[config.mk]
export PLATFORM = sky130hd
export DESIGN_NAME = branch_resolve_queue
export DESIGN_NICKNAME = d
export VERILOG_FILES = /design/src/rtl/branch_resolve_queue.sv
export SDC_FILE = /design/constraint.sdc
export NUM_CORES = 1
export LEC_CHECK = 0
export BUFFER_PORTS_ARGS = -buffer_cell sky130_fd_sc_hd__buf_2
export CORE_UTILIZATION = 58
export DETAILED_ROUTE_END_ITERATION = 16
export PLACE_DENSITY = 0.85
export SYNTH_ARGS = -nofsm -noshare
export SYNTH_HDL_FRONTEND = slang
export SYNTH_SLANG_ARGS = --single-unit
[constraint.sdc]
create_clock -name clk -period 12.5 [get_ports clk]
set_input_delay 2.5 -clock clk [delete_from_list [all_inputs] [get_ports clk]]
set_output_delay 2.5 -clock clk [all_outputs]
set_load 0.02 [all_outputs]
[src/rtl/branch_resolve_queue.sv]
// branch_resolve_queue
//   In-order tracking queue for gshare-predicted branches. Fetch enqueues every
//   predicted branch with its prediction context. The M-stage resolves the
//   oldest branch. The block then emits the PHT training request, a GHR repair
//   value and a front-end redirect/flush when the prediction was wrong.
//
// Ports:
//   clk, rst_n                 clock, async active-low reset
//   enq_*                      branch entry from fetch; enq_ready = accept
//   squash                     exception flush, drops everything in flight
//   res_*                      resolution of the oldest branch from M
//   mispredict, redirect_pc    registered mispredict pulse and correct fetch PC
//   upd_*                      registered PHT training pulse
//   ghr_restore_valid/_restore registered GHR repair pulse and value
//   flush_front                high while recovering from a mispredict
//   occupancy                  live entry count
//   order_err                  sticky resolve-protocol error
module branch_resolve_queue #(
  parameter int PHT_DEPTH      = 6,
  parameter int QAW            = 2,
  parameter int RECOVER_CYCLES = 2
) (
  input  logic                 clk,
  input  logic                 rst_n,
  input  logic                 enq_valid,
  input  logic [31:0]          enq_pc,
  input  logic                 enq_pred_take,
  input  logic [31:0]          enq_pred_target,
  input  logic [PHT_DEPTH-1:0] enq_pht_index,
  input  logic [PHT_DEPTH-1:0] enq_ghr,
  output logic                 enq_ready,
  input  logic                 squash,
  input  logic                 res_valid,
  input  logic [31:0]          res_pc,
  input  logic                 res_take,
  input  logic [31:0]          res_target,
  output logic                 mispredict,
  output logic [31:0]          redirect_pc,
  output logic                 upd_valid,
  output logic [PHT_DEPTH-1:0] upd_pht_index,
  output logic                 upd_take,
  output logic                 ghr_restore_valid,
  output logic [PHT_DEPTH-1:0] ghr_restore,
  output logic                 flush_front,
  output logic [QAW:0]         occupancy,
  output logic                 order_err
);

  localparam int DEPTH = 1 << QAW;
  localparam int CW    = (RECOVER_CYCLES > 1) ? $clog2(RECOVER_CYCLES) : 1;

  typedef struct packed {
    logic [31:0]          pc;
    logic                 pred_take;
    logic [31:0]          pred_target;
    logic [PHT_DEPTH-1:0] pht_index;
    logic [PHT_DEPTH-1:0] ghr;
  } entry_t;

  typedef enum logic {NORMAL, RECOVER} state_t;

  entry_t         mem [DEPTH];
  logic [QAW:0]   wr_ptr, rd_ptr;
  logic [QAW-1:0] rd_idx;
  state_t         state;
  logic [CW-1:0]  cnt;
  logic           rst_done;   // holds enq_ready low until the first edge after reset

  logic full, empty, do_res, do_enq, mis, err;

  assign rd_idx = rd_ptr[QAW-1:0];
  assign empty  = (wr_ptr == rd_ptr);
  assign full   = (wr_ptr[QAW] != rd_ptr[QAW]) && (wr_ptr[QAW-1:0] == rd_ptr[QAW-1:0]);

  assign enq_ready   = rst_done && !full && (state == NORMAL);
  assign occupancy   = wr_ptr - rd_ptr;
  assign flush_front = (state == RECOVER);

  // squash outranks everything; a resolve only acts on a live head in NORMAL
  assign do_res = res_valid && !squash && !empty && (state == NORMAL);
  assign mis    = do_res && ((mem[rd_idx].pred_take != res_take) ||
                             (res_take && (mem[rd_idx].pred_target != res_target)));
  // an enqueue racing a mispredict belongs to the wrong path
  assign do_enq = enq_valid && enq_ready && !squash && !mis;
  assign err    = res_valid && !squash &&
                  (empty || (state != NORMAL) || (mem[rd_idx].pc != res_pc));

  always_ff @(posedge clk) begin
    if (do_enq)
      mem[wr_ptr[QAW-1:0]] <= '{pc: enq_pc, pred_take: enq_pred_take,
                                pred_target: enq_pred_target,
                                pht_index: enq_pht_index, ghr: enq_ghr};
  end

  always_ff @(posedge clk or negedge rst_n) begin
    if (!rst_n) begin
      wr_ptr            <= '0;
      rd_ptr            <= '0;
      state             <= NORMAL;
      cnt               <= '0;
      rst_done          <= 1'b0;
      mispredict        <= 1'b0;
      redirect_pc       <= '0;
      upd_valid         <= 1'b0;
      upd_pht_index     <= '0;
      upd_take          <= 1'b0;
      ghr_restore_valid <= 1'b0;
      ghr_restore       <= '0;
      order_err         <= 1'b0;
    end else begin
      rst_done          <= 1'b1;
      upd_valid         <= do_res;
      mispredict        <= mis;
      ghr_restore_valid <= mis;
      if (err) order_err <= 1'b1;

      if (do_res) begin
        upd_pht_index <= mem[rd_idx].pht_index;
        upd_take      <= res_take;
      end
      if (mis) begin
        ghr_restore <= {mem[rd_idx].ghr[PHT_DEPTH-2:0], res_take};
        redirect_pc <= res_take ? res_target : res_pc + 32'd8;  // +8 skips the delay slot
      end

      // queue pointers
      if (squash || mis) begin
        wr_ptr <= '0;
        rd_ptr <= '0;
      end else begin
        if (do_enq) wr_ptr <= wr_ptr + 1'b1;
        if (do_res) rd_ptr <= rd_ptr + 1'b1;
      end

      // recovery FSM
      if (squash) begin
        state <= NORMAL;
        cnt   <= '0;
      end else begin
        case (state)
          NORMAL: if (mis) begin
            state <= RECOVER;
            cnt   <= CW'(RECOVER_CYCLES - 1);
          end
          RECOVER: begin
            if (cnt == '0) state <= NORMAL;
            else           cnt   <= cnt - 1'b1;
          end
          default: state <= NORMAL;
        endcase
      end
    end
  end

endmodule

## Word level (Yosys, flattened, before mapping)

Memory sizes are Yosys's and may differ from the RTL's.
Cells that the tools add are included.

- Register bits after elaboration: 57
- Logic and storage cells: 63
- Memories kept: 1
- Output and inout port bits: 54
- Memory bits (writable): 308

- Bitwise gates (word level): 1
- Muxes and demuxes: 15
- Reduce and logical (&&, ||, !) cells: 22
- $add $sub $neg: 5
- Eq/ne operators: 7

Memory list:

| name | words | bits a word | read ports | clocked after Yosys merged registers in | wr ports | RTL line | text |
|---|---|---|---|---|---|---|---|
| mem | 4 | 77 | 1 | 0 | 1 | 62 | `entry_t mem [DEPTH];` |

Operator list:

| cell | number |
|---|---|
| inequality test 32 bit | 2 |
| adder 32 x 4 -> 32 bit, second input constant | 1 |
| two-way mux 32 bit | 1 |
| logical AND 1 bit | 12 |
| two-way mux 3 bit | 4 |
| two-way mux 1 bit | 8 |
| adder 3 x 1 -> 3 bit, second input constant | 2 |
| logical NOT 1 bit | 4 |
| logical OR 1 bit | 4 |
| case mux 1 bit (2 select lines) | 2 |
| nonzero test 2 bit | 2 |
| equality test 3 bit | 1 |
| inequality test 3 bit, second input constant | 1 |
| subtractor 3 bit | 1 |
| equality test 2 bit | 1 |
| inequality test 1 bit | 2 |
| inverter 1 bit | 1 |
| subtractor 1 bit, second input constant | 1 |

## Logic depth before layout (Yosys ltp)

- Depth after elaboration: 10
- Gate-level depth with buffers: 13
- Gate-level depth less buffers: 8

## Worst setup path before layout

No wires, ideal clock.

- Path type: input-to-reg
- Start point: in res_take
- End point: mem mem[0][0] in the netlist's numbering (enable)
- Required time: 11.877 ns
- Arrival time: 9.210 ns
- Path slack: 2.667 ns
- Buffers on the path: 2
- Stages: 6
- Cells stage by stage: clkbuf_1 > nand3_1 > nor4_1 > nand4b_1 > clkbuf_1 > a211oi_1

- Longest elaborated chain between the ends: 7
- Elaborated cells between the ends (all ways): 8
- Classes of those cells: eq/ne: 1; mux: 2; reduce/logical: 5

RTL lines:

| element | RTL line | text |
|---|---|---|
| start: declaration | 35 | `input logic res_take,` |
| inequality test 1 bit / logical AND 1 bit (equally long branches) | 81, 82 |  |
| logical OR 1 bit (*) | 81 | `assign mis = do_res && ((mem[rd_idx].pred_take != res_take) \|\|` |
| logical AND 1 bit (*) | 81 |  |
| logical NOT 1 bit (*) | 84 | `assign do_enq = enq_valid && enq_ready && !squash && !mis;` |
| logical AND 1 bit (*) | 84 |  |
| two-way mux 1 bit (*) | 89 | `if (do_enq)` |
| two-way mux 1 bit (not written as such) (*) | 90 | `mem[wr_ptr[QAW-1:0]] <= '{pc: enq_pc, pred_take: enq_pred_take,` |
| end: declaration | 62 |  |

Every way passes the cells marked *; elsewhere a longest branch is shown, timed or not.

## Final worst setup path

- Start point: in res_take
- End point: mem mem[1][75] in the netlist's numbering (enable)

The elaborated chain is that of the path after synthesis.

==> results.yml <==
status:
  status: "finished clean"
job:
  max-cap-violations: 0
global_route:
  grt_max_degree: 65
  overflow: 0
  antenna_found_initial: 4
  grt_pass1_vias: 8662
  grt_pass1_wl_um: 50500
  grt.total_usage_pct: 26.2
clocking:
  cts_buffers: 37
  cts-resized-gates: 0
  cts_buffer_depth: 3
  post_cts_buffers: 0
  clkLatencyLatePin_ps: 520
  cts_root_buf: "clkbuf_16"
  cts_sinks: 361
  cts_tree: "built"
  holdBufCountCts: 0
  cts.clk_slew.worst_paths_ps: 60
  cts_htree_levels: 2
timing:
  min_period_ps: 5960
  setup_violations: 0
  worst_pin_slew_ps: 1140
  hold_viol_final: 0
  holdWs_ps: 455
  relSlewSlack_pct: 23.9
  fmax_mhz: 168
  rsz0062_at_grt: "no"
  final.setup.tns_ps: 0
  skew_ps: 21.2
  maxSlewViolCount: 0
  fin_crit_sh_pct: 47.6
synthesis:
  syn-num-nets: 982
  synth_top_area_share_pct: 60.6
  ys_types: 48
  synth.most_common_cell: "edfxtp_1"
  ys_seq_area_share_pct: 70.1
  synth_enable_flop_cells: 304
  synth_top_area_cell: "edfxtp_1"
  synth-async-reset-ratio_pct: 15.8
  syn_area_sq_mm: 0.0151
  synthTopCellsByArea: "edfxtp_1 (61%), dfrtp_1 (9.5%), mux4_2 (7.9%)"
  synth_commonest_cells: "edfxtp_1 (304), nand2_1 (63), xnor2_1 (63)"
  syn_area_per_cell_sq_um: 18.2
  synth-main-ff-cell: "edfxtp_1"
  synthCells: 826
  yosys_warnings: 0
  synth-seq-cells: 361
place:
  gp_congestion: 0.813
  port_buffers: 199
  dp_hpwl_um: 22400
  placed_area_sq_mm: 0.0164
critical_path:
  r2r-end: "mem[1][75]$_DFFE_PP_"
  end_kind: "flip-flop"
  arrival_ps: 6090
  worst-setup-path-type: "in -> reg"
  crit_path_start_kind: "primary input"
  cp_max_fo: 64
  worstRegToRegCells: 8
  cp.required_ps: 12630
  r2r_slack_ps: 6580
  worstReg2RegStart: "rd_ptr[0]$_DFFE_PN0P_"
layout:
  multi_input_area_sq_mm: 0.00427
  final-seq-area_sq_mm: 0.0106
  nNetsFinal: 1198
  area_growth_pct: 17.0
  drive_gt1_share_pct: 33.8
  fill_cells: 1628
  fin_area_sq_mm: 0.0176
min_path:
  hp-start: "order_err$_DFFE_PN0P_"
  hp-class: "reg -> reg"
  worstHoldPathCells: 1
  worstHoldEndpoint: "order_err$_DFFE_PN0P_"
floorplanning:
  core-area_sq_mm: 0.0253
  ios: 201
  dieWidth_um: 163
  design.die.area_sq_mm: 0.0266
  floorplan.rows: 58
  initial_core_util_pct: 59.4
  dieHeight_um: 163
power_and_ir_drop:
  ir_drop_v: 0.000144
  p_per_area_mw_per_mm2: 174
  p_leak_nw: 6.28
routing:
  num_vias: 8394
  drcViolationCount: 0
  wl_per_cell_um: 24.2
  viasPerCell: 5.99
  ant_nets: 0
  wl_um: 33900
  dr.pass1.iters: 5
  drt_iter0_drc: 821
-- cells by family after synthesis --
family | Yosys count | synth area share [%]
buffers and inverters | 49 | 1.86
other | 1 | 0.0249
AND/OR/NAND/NOR | 137 | 4.36
multiplexers | 124 | 15.3
adder cells (fa/ha/maj) | 9 | 0.798
flip-flops | 361 | 70.1
XOR/XNOR | 95 | 5.53
AO/OA/AOI/OAI | 50 | 2.04
-- cell usage in the layout (no fill, tap or decap), types with 3 or more instances in the layout --
master     instances
a211oi_1           6
a211oi_4           4
a21oi_1            3
and3_1             5
and4_1             3
buf_2            199
buf_4             12
clkbuf_1          11
clkbuf_16         38
clkbuf_8          10
clkinv_1           4
dfrtp_1           55
edfxtp_1         304
ha_1               8
inv_1             15
mux2_1             4
mux2_2            37
mux2i_1            9
mux4_1            21
mux4_2            53
nand2_1           63
nand3_1           19
nand4_1           10
nor2_1            14
nor3_1             6
nor4_1             7
o21ai_0           27
xnor2_1           63
xor2_1            32
-- metrics by stage --
step	total power, mW	setup WS, ps	cells	util (%)
4_1_cts	3.09	6450	1400	69.5
3_3_place_gp	1.98	6160	1333	64.7
5_1_grt	3.18	6210	1400	69.5
6_report	3.07	6540	1401	69.5
3_5_place_dp	2.00	6040	1333	64.7
2_1_floorplan	1.81	2670	826	-
-- how the worst max path moves through the flow --
stage                                 endpoint                   from  slack (ps)  depth (start not counted)
final                     mem[1][75]$_DFFE_PP_               res_take        6540                          8
after global routing      mem[2][69]$_DFFE_PP_  rd_ptr[0]$_DFFE_PN0P_        6210                          8
after CTS                 mem[1][53]$_DFFE_PP_  rd_ptr[0]$_DFFE_PN0P_        6450                          8
after detailed placement   mem[1][0]$_DFFE_PP_               res_take        6040                          8
after global placement    mem[2][65]$_DFFE_PP_               res_take        6160                          8
after floorplan            mem[0][0]$_DFFE_PP_               res_take        2670                          6
-- registers in the layout, summed over array words and instances (netlist names) --
register / flops
ghr_restore: 6
upd_take: 1
upd_pht_index: 6
mem: 304
rd_ptr: 3
flush_front: 1
redirect_pc: 32
ghr_restore_valid: 1
order_err: 1
upd_valid: 1
cnt: 1
rst_done: 1
wr_ptr: 3
-- per-layer routing --
layer	GRT usage (%)	wire length (um)	part of all wire, %
met1	36.1	13400	40
met2	42.5	16500	49
met3	6.12	3150	9.3
met4	6.75	751	2.2
met5	0	27	0.080
-- layout make-up --
class	instances	share of cell area, %
sequential	361	60.0
multi-input combinational	416	24.2
clock buffer	59	6.41
timing repair buffer	211	6.17
tap	330	2.34
clock inverter	8	0.547
inverter	15	0.320
antenna	1	0.0142
-- critical path, stage by stage --
cell and delay, ps:
buf_2 80, buf_4 520, nand3_1 150, nor4_1 330
nand4b_1 760, a211oi_4 480, buf_4 510, buf_4 630
-- report_power, final --
group / internal, mW / switching, mW
logic: 0.223 / 0.286
registers: 1.40 / 0.0709
clock network: 0.660 / 0.434
total: 2.28 / 0.791
Note: power is estimated with default switching activity, not from simulation.
